===== config.mk =====
export PLATFORM = sky130hd
export DESIGN_NAME = booth_datapath
export DESIGN_NICKNAME = d
export VERILOG_FILES = /design/src/rtl/booth_pkg.sv /design/src/rtl/booth_addsub.sv /design/src/rtl/booth_datapath.sv
export SDC_FILE = /design/constraint.sdc
export NUM_CORES = 1
export LEC_CHECK = 0
export ABC_AREA = 0
export BUFFER_PORTS_ARGS = -buffer_cell sky130_fd_sc_hd__buf_2
export CAP_MARGIN = 20
export CORE_MARGIN = 10
export CORE_UTILIZATION = 30
export CTS_CLUSTER_DIAMETER = 30
export DETAILED_ROUTE_END_ITERATION = 6
export GPL_TIMING_DRIVEN = 0
export PLACE_DENSITY = 0.58
export RECOVER_POWER = 100
export SETUP_SLACK_MARGIN = 0.02
export SLEW_MARGIN = 20
export SYNTH_ARGS = -nofsm -noshare
export SYNTH_HDL_FRONTEND = slang
export SYNTH_HIERARCHICAL = 1
export SYNTH_SLANG_ARGS = --single-unit

===== constraint.sdc =====
create_clock -name clk -period 3.6 [get_ports clk]
set_input_delay 0.18 -clock clk [delete_from_list [all_inputs] [get_ports clk]]
set_output_delay 0.18 -clock clk [all_outputs]
set_load 0.1 [all_outputs]

===== src/rtl/booth_pkg.sv =====
// rtl/booth_pkg.sv - shared constants for the Booth multiplier datapath
//
// Purpose: operand width, iteration counter width, last-iteration value and
// the accumulator/multiplicand width. That width grows by one guard bit
// when BOOTH_DP_GUARD_BIT_EN is defined, which makes -128 operands exact.
// Ports: none (package).
package booth_pkg;
  localparam int WIDTH = 8;
  localparam int CNT_W = 3;
  localparam logic [CNT_W-1:0] LAST_CNT = 3'd7;
`ifdef BOOTH_DP_GUARD_BIT_EN
  localparam int A_W = WIDTH + 1;
`else
  localparam int A_W = WIDTH;
`endif
endpackage


===== src/rtl/booth_addsub.sv =====
// rtl/booth_addsub.sv - combinational accumulator adder/subtractor
//
// Purpose: sum = a + m, or a - m when sub is high. The result is truncated
// to W bits and the carry is discarded.
// Ports: a, m (W bits), sub (1) -> sum (W bits).
module booth_addsub #(
  parameter int W = 8
) (
  input  logic [W-1:0] a,
  input  logic [W-1:0] m,
  input  logic         sub,
  output logic [W-1:0] sum
);
  assign sum = sub ? (a - m) : (a + m);
endmodule


===== src/rtl/booth_datapath.sv =====
// rtl/booth_datapath.sv - Booth radix-2 multiplier datapath (A, Q, Q-1, M, cnt)
//
// Purpose: holds the registers of a Booth multiplier. An external control
// unit drives the strobes c0..c6.
// Optional feature: BOOTH_DP_GUARD_BIT_EN widens A and M to 9 bits.
// Ports:
//   clk            rising-edge clock
//   rst            synchronous active-high reset
//   inbus[7:0]     operand bus (multiplier on c0, multiplicand on c1)
//   c0..c6         load Q / load M / add-sub / subtract / shift / drive A / drive Q
//   q0, q_1        Q[0] and Q[-1] for the control unit
//   count7         iteration counter currently equals 7
//   outbus[7:0]    A[7:0] on c5, Q on c6, else zero
module booth_datapath
  import booth_pkg::*;
(
  input  logic             clk,
  input  logic             rst,
  input  logic [WIDTH-1:0] inbus,
  input  logic             c0,
  input  logic             c1,
  input  logic             c2,
  input  logic             c3,
  input  logic             c4,
  input  logic             c5,
  input  logic             c6,
  output logic             q0,
  output logic             q_1,
  output logic             count7,
  output logic [WIDTH-1:0] outbus
);
  logic [A_W-1:0]   a_q, a_d;
  logic [A_W-1:0]   m_q, m_d;
  logic [WIDTH-1:0] q_q, q_d;
  logic             q_m1_q, q_m1_d;
  logic [CNT_W-1:0] cnt_q, cnt_d;
  logic [A_W-1:0]   sum;

  booth_addsub #(.W(A_W)) u_addsub (
    .a   (a_q),
    .m   (m_q),
    .sub (c3),
    .sum (sum)
  );

  // Strobes form a strict priority chain: c0 > c1 > c2 > c4. c3 only
  // steers the adder, so on its own it changes nothing.
  always_comb begin
    a_d    = a_q;
    m_d    = m_q;
    q_d    = q_q;
    q_m1_d = q_m1_q;
    cnt_d  = cnt_q;
    if (c0) begin
      a_d    = '0;
      q_d    = inbus;
      q_m1_d = 1'b0;
      cnt_d  = '0;
    end else if (c1) begin
      m_d = A_W'($signed(inbus));
    end else if (c2) begin
      a_d = sum;
    end else if (c4) begin
      // Arithmetic right shift of {A,Q,Q-1}: the A sign bit is replicated.
      {a_d, q_d, q_m1_d} = {a_q[A_W-1], a_q, q_q};
      cnt_d = cnt_q + 1'b1;
    end
  end

  always_ff @(posedge clk) begin
    if (rst) begin
      a_q    <= '0;
      m_q    <= '0;
      q_q    <= '0;
      q_m1_q <= 1'b0;
      cnt_q  <= '0;
    end else begin
      a_q    <= a_d;
      m_q    <= m_d;
      q_q    <= q_d;
      q_m1_q <= q_m1_d;
      cnt_q  <= cnt_d;
    end
  end

  assign q0     = q_q[0];
  assign q_1    = q_m1_q;
  assign count7 = (cnt_q == LAST_CNT);
  assign outbus = c5 ? a_q[WIDTH-1:0] : (c6 ? q_q : '0);
endmodule


### Yosys cells after proc, flatten, opt, wreduce, memory -nomap -nowiden

Cells that the tools add are included.

* input bits: 17
* memory bits (read-only): 0
* flip-flop bits (word level): 28
* memories kept: 0
* RAM bits: 0
* bits in latches: 0

* bitwise gates (word level): 3
* mux-type cells: 9
* $lt $le $gt $ge: 0
* equality and inequality tests: 3
* add/sub/neg operators: 3
* multipliers: 0
* divide/modulo/power cells: 0
* shifts and indexed selects: 0
* reduce and logical (&&, ||, !) cells: 8

Operators with widths (count)
* 2-to-1 mux 8 bit: 8
* adder 8 bit: 1
* subtractor 8 bit: 1
* 2-to-1 mux 7 bit: 1
* AND reduction 2 bit: 3
* AND reduction 3 bit: 2
* inequality test 2 bit, second input constant: 2
* nonzero test 2 bit: 2
* adder 3 x 1 -> 3 bit, second input constant: 1
* equality test 3 bit, second input constant: 1
* NOT 1 bit: 3
* OR reduction 2 bit: 1

### Longest topological paths before layout

* word-level depth: 4
* depth in mapped cells: 11
* gate-level depth less buffers: 11

### Cells and area by module

Netlist, hierarchy kept.

By module, submodules not included
* booth_datapath: cells an instance 154, times used 1, sequential area each 560.5 sq um, area an instance 1345.0 sq um
* booth_addsub: cells an instance 61, times used 1, sequential area each 0.0 sq um, area an instance 466.7 sq um

### Least setup slack after synthesis

OpenSTA, ideal clock, no wires.

* path type: flip-flop to output port
* from: register q_q[0]
* to: output outbus[0]
* stages on the path, launching flop included: 3
* slack: 231 ps
* path buffers: 0
* arrival: 3189 ps
* cell sequence: dfxtp_1 nand2_1 o21ai_0

* word-level cells in the longest chain between the ends: 2

Ends and longest elaborated chain
* start: declaration: RTL line booth_datapath.sv:34 `logic [WIDTH-1:0] q_q, q_d;`
* start signal: assignment: RTL line booth_datapath.sv:80 `q_q <= q_d;`
* 2-to-1 mux 8 bit (2 in series): RTL line booth_datapath.sv:89 `assign outbus = c5 ? a_q[WIDTH-1:0] : (c6 ? q_q : '0);`
* end: declaration: RTL line booth_datapath.sv:30 `output logic [WIDTH-1:0] outbus`

Every way passes these cells.

### Worst setup path in the final report

* from: register m_q[0]
* to: register a_q[6]

* word-level cells in the longest chain between the ends: 3
* elaborated cells on any way between the ends: 4
* those cells by class: 2 x add/sub; 2 x mux

Ends and longest elaborated chain
* start: declaration: RTL line booth_datapath.sv:33 `logic [A_W-1:0] m_q, m_d;`
* start signal: assignment: RTL line booth_datapath.sv:79 `m_q <= m_d;`
* adder 8 bit / subtractor 8 bit (equally long branches): RTL line booth_addsub.sv:14 `assign sum = sub ? (a - m) : (a + m);`
* 2-to-1 mux 8 bit *: RTL line booth_addsub.sv:14
* via sum[6]: RTL line booth_datapath.sv:37 `logic [A_W-1:0] sum;`
* 2-to-1 mux 8 bit *: RTL line booth_datapath.sv:61 `end else if (c2) begin`
* end signal: assignment: RTL line booth_datapath.sv:72 `a_q <= '0;`
* end signal: assignment: RTL line booth_datapath.sv:78 `a_q <= a_d;`
* end: declaration: RTL line booth_datapath.sv:32 `logic [A_W-1:0] a_q, a_d;`

Mark *: on every way through the listed nets, which the timed path passes. The rest lies on a longest branch. The select of a mux whose other input is x is not followed.
A chain may end at the register's enable or synchronous reset.

==> results.md <==
- P&R area growth vs syn: 12.5%
- Total GRT Usage: 8.46%
- Die X: 97.7 microns
- Post-route ant nets: 0
- Power Total: 837 uW
- WP data required: 3800 ps
- # nets final: 271
- Clock sink total: 28
- Worst hold path type: in -> reg
- CTS tree: done
- Grt met2 use: 13.8%
- Most numerous cell in the Yosys netlist: nand2_1
- Clock edge transition at the registers on the reported setup and hold paths: 100 ps
- Grt met1 use: 10.6%
- DRC violations left: 0
- Pin count of the biggest net entering global routing: 17
- Number of setup violations in the final report: 0
- Synth top area cells: dfxtp_1 31%, mux2i_1 9.4%, ha_1 6.9%
- Gpl congestion: 0.799
- RSZ-0062 raised after global routing: false
- Ys async rst share: 0%
- R2R Setup Slk: 1010 ps
- Die H: 97.7 microns
- H-tree depth: 1
- Grt ovf: 0
- Antenna violations before repair: 0
- Clk buf depth: 2
- Rel. slew slack: 21.5%
- Drt via density: 4.71
- Syn Std Cell Area: 1810 sq um
- First-pass GRT wire length: 6.91 mm
- Clock buffers created by TritonCTS: 3
- Syn. warnings: 6
- Outcome: completed
- Number of hold buffers added after cts: 0
- Syn_area_per_cell: 8.43 sq um
- Worst-skew pair later-pin latency: 280 ps
- Post-synthesis register bit count: 28
- Starting density of the core: 30.8%
- Most Crowded Layer GR: met2
- Worst Path Arrival: 2790 ps
- Met3 Use GR: 2.42%
- DRC marker count from the first detailed-route iteration: 95
- Top cell type by total area after synthesis: dfxtp_1
- Die area: 9550 sq um
- MaxCap Viol Count: 0
- PortBufs: 23
- Core area: 5890 sq um
- Synthesized Nets: 243
- Core Util, Final: 34.6%
- Hold Vio Cnt, Final: 0
- Routed wire length: 4.16 mm
- Yosys top cell area share: 30.9%
- Root Buffer: clkbuf_8
- Post-DR wirelength/cell: 13.1 microns
- Power Density: 410 nW/um^2
- Slew Viols, Final: 0
- Worst Skew: 7.95 ps
- Vias in the first global route: 1472
- Crit. End Element: flip-flop
- Ys flop type: dfxtp_1
- First-pass DRT Iterations: 4
- CP Max Fanout: 4
- Fmax: 386 MHz
- Setup TNS Final: 0 ps
- Io pins: 28
- Proportion of layout cells with a drive suffix above 1: 12.8%
- Leakage: 0.798 nW
- Number of flops mapped to enable cells by yosys: 0
- Synth cell count leaders: 30 x nand2_1, 28 x dfxtp_1, 22 x nor2_1, 17 x inv_1, 17 x mux2i_1
- Worst-Margin Slew: 1180 ps
- # resized after CTS: 0
- Row cnt: 28
- Vias: 1493
- N_diodes: 0
- Netlist cell types: 36
- Crit Path Category: reg -> reg
- Fin crit period: 2590 ps
- Setup crit start kind: flip-flop
- Mapped Cells: 215
- Register area share after synthesis: 30.9%
- Total setup buffers inserted after CTS: 0
- Worst VDD drop: 0.000216 V
- Fraction of the cycle the final worst path needs: 72.0%
- DPL Wire Length: 3.42 mm
==> power by group <==
group	leakage [nW]	total (mW)	internal, mW	switching, mW
Clock	0.0357	0.251	0.149	0.102
Sequential	0.229	0.343	0.325	0.0174
Combinational	0.533	0.243	0.0941	0.149
==> cell type report <==
cell class	count	area (sq um)
Tap cell	75	93.8
Inverter	17	63.8
Sequential cell	28	561
Multi-Input combinational cell	157	1090
Clock inverter	1	30.0
Timing Repair Buffer	23	100
Fill cell	660	3850
Clock buffer	3	41.3
Buffer	13	60.1
==> per-layer routing <==
metal / wire length [microns] / share of wire, % / up-vias
met5: 0 / 0 / -
met4: 56 / 1.3 / 0
met3: 129 / 3.1 / 6
met2: 1900 / 46 / 21
met1: 2070 / 50 / 675
li1: - / - / 791
==> sequential cells by signal (all words and copies together) (netlist names) <==
signal,cells
cnt_q,3
a_q,8
q_q,8
m_q,8
q_1,1
==> cell usage in the layout (no fill, tap or decap), types with 6 or more instances in the layout <==
cell type and n:
dfxtp_1 28, a221oi_2 6, nand2_1 30, ha_1 10
a21oi_1 15, xnor2_1 11, inv_1 17, o21ai_0 8
clkbuf_1 20, buf_2 14, nor2_1 22, mux2i_1 17
a211oi_1 7
==> per-stage QoR <==
step | setup WS (ps) | hold slack (ps) | instances | instance area, sq um
finish | 1010 | 141 | 317 | 2040
global route | 685 | 160 | 317 | 2040
CTS | 1140 | 144 | 317 | 2090
detailed placement | 1180 | 445 | 313 | 2020
global placement | 1200 | 432 | 313 | 2020
floorplan | 231 | 326 | 215 | 1810
==> cell families (layout without fill, tap and decap cells) <==
kind of cell / after synthesis / in the layout / synth area share, %
and+or+nand+nor: 68 / 68 / 17.6
adders and majority gates: 11 / 11 / 8.01
AOI/OAI and AO/OA: 48 / 48 / 20.0
buffers and inverters: 30 / 57 / 7.74
xor gates and xnor gates: 13 / 13 / 6.28
DFF: 28 / 28 / 30.9
muxes: 17 / 17 / 9.39
==> worst max-delay path, cell delays in order, from the launching register on <==
cell and delay, ps:
dfxtp_1 400, inv_1 60, ha_1 270, mux2i_1 130, fa_1 460, a21o_1 180
a21oi_1 260, nor2b_1 80, o311ai_0 320, mux2i_1 130, a211oi_1 230
==> worst paths after layout <==
kind | startpoint | to | depth (start not counted)
max | m_q[0] | a_q[6] | 10
min | inbus[6] | m_q[6] | 3
max reg2reg | m_q[0] | a_q[6] | 10
min reg2reg | q_1 | q_1 | 2
Power figures use the tool's default switching activity.
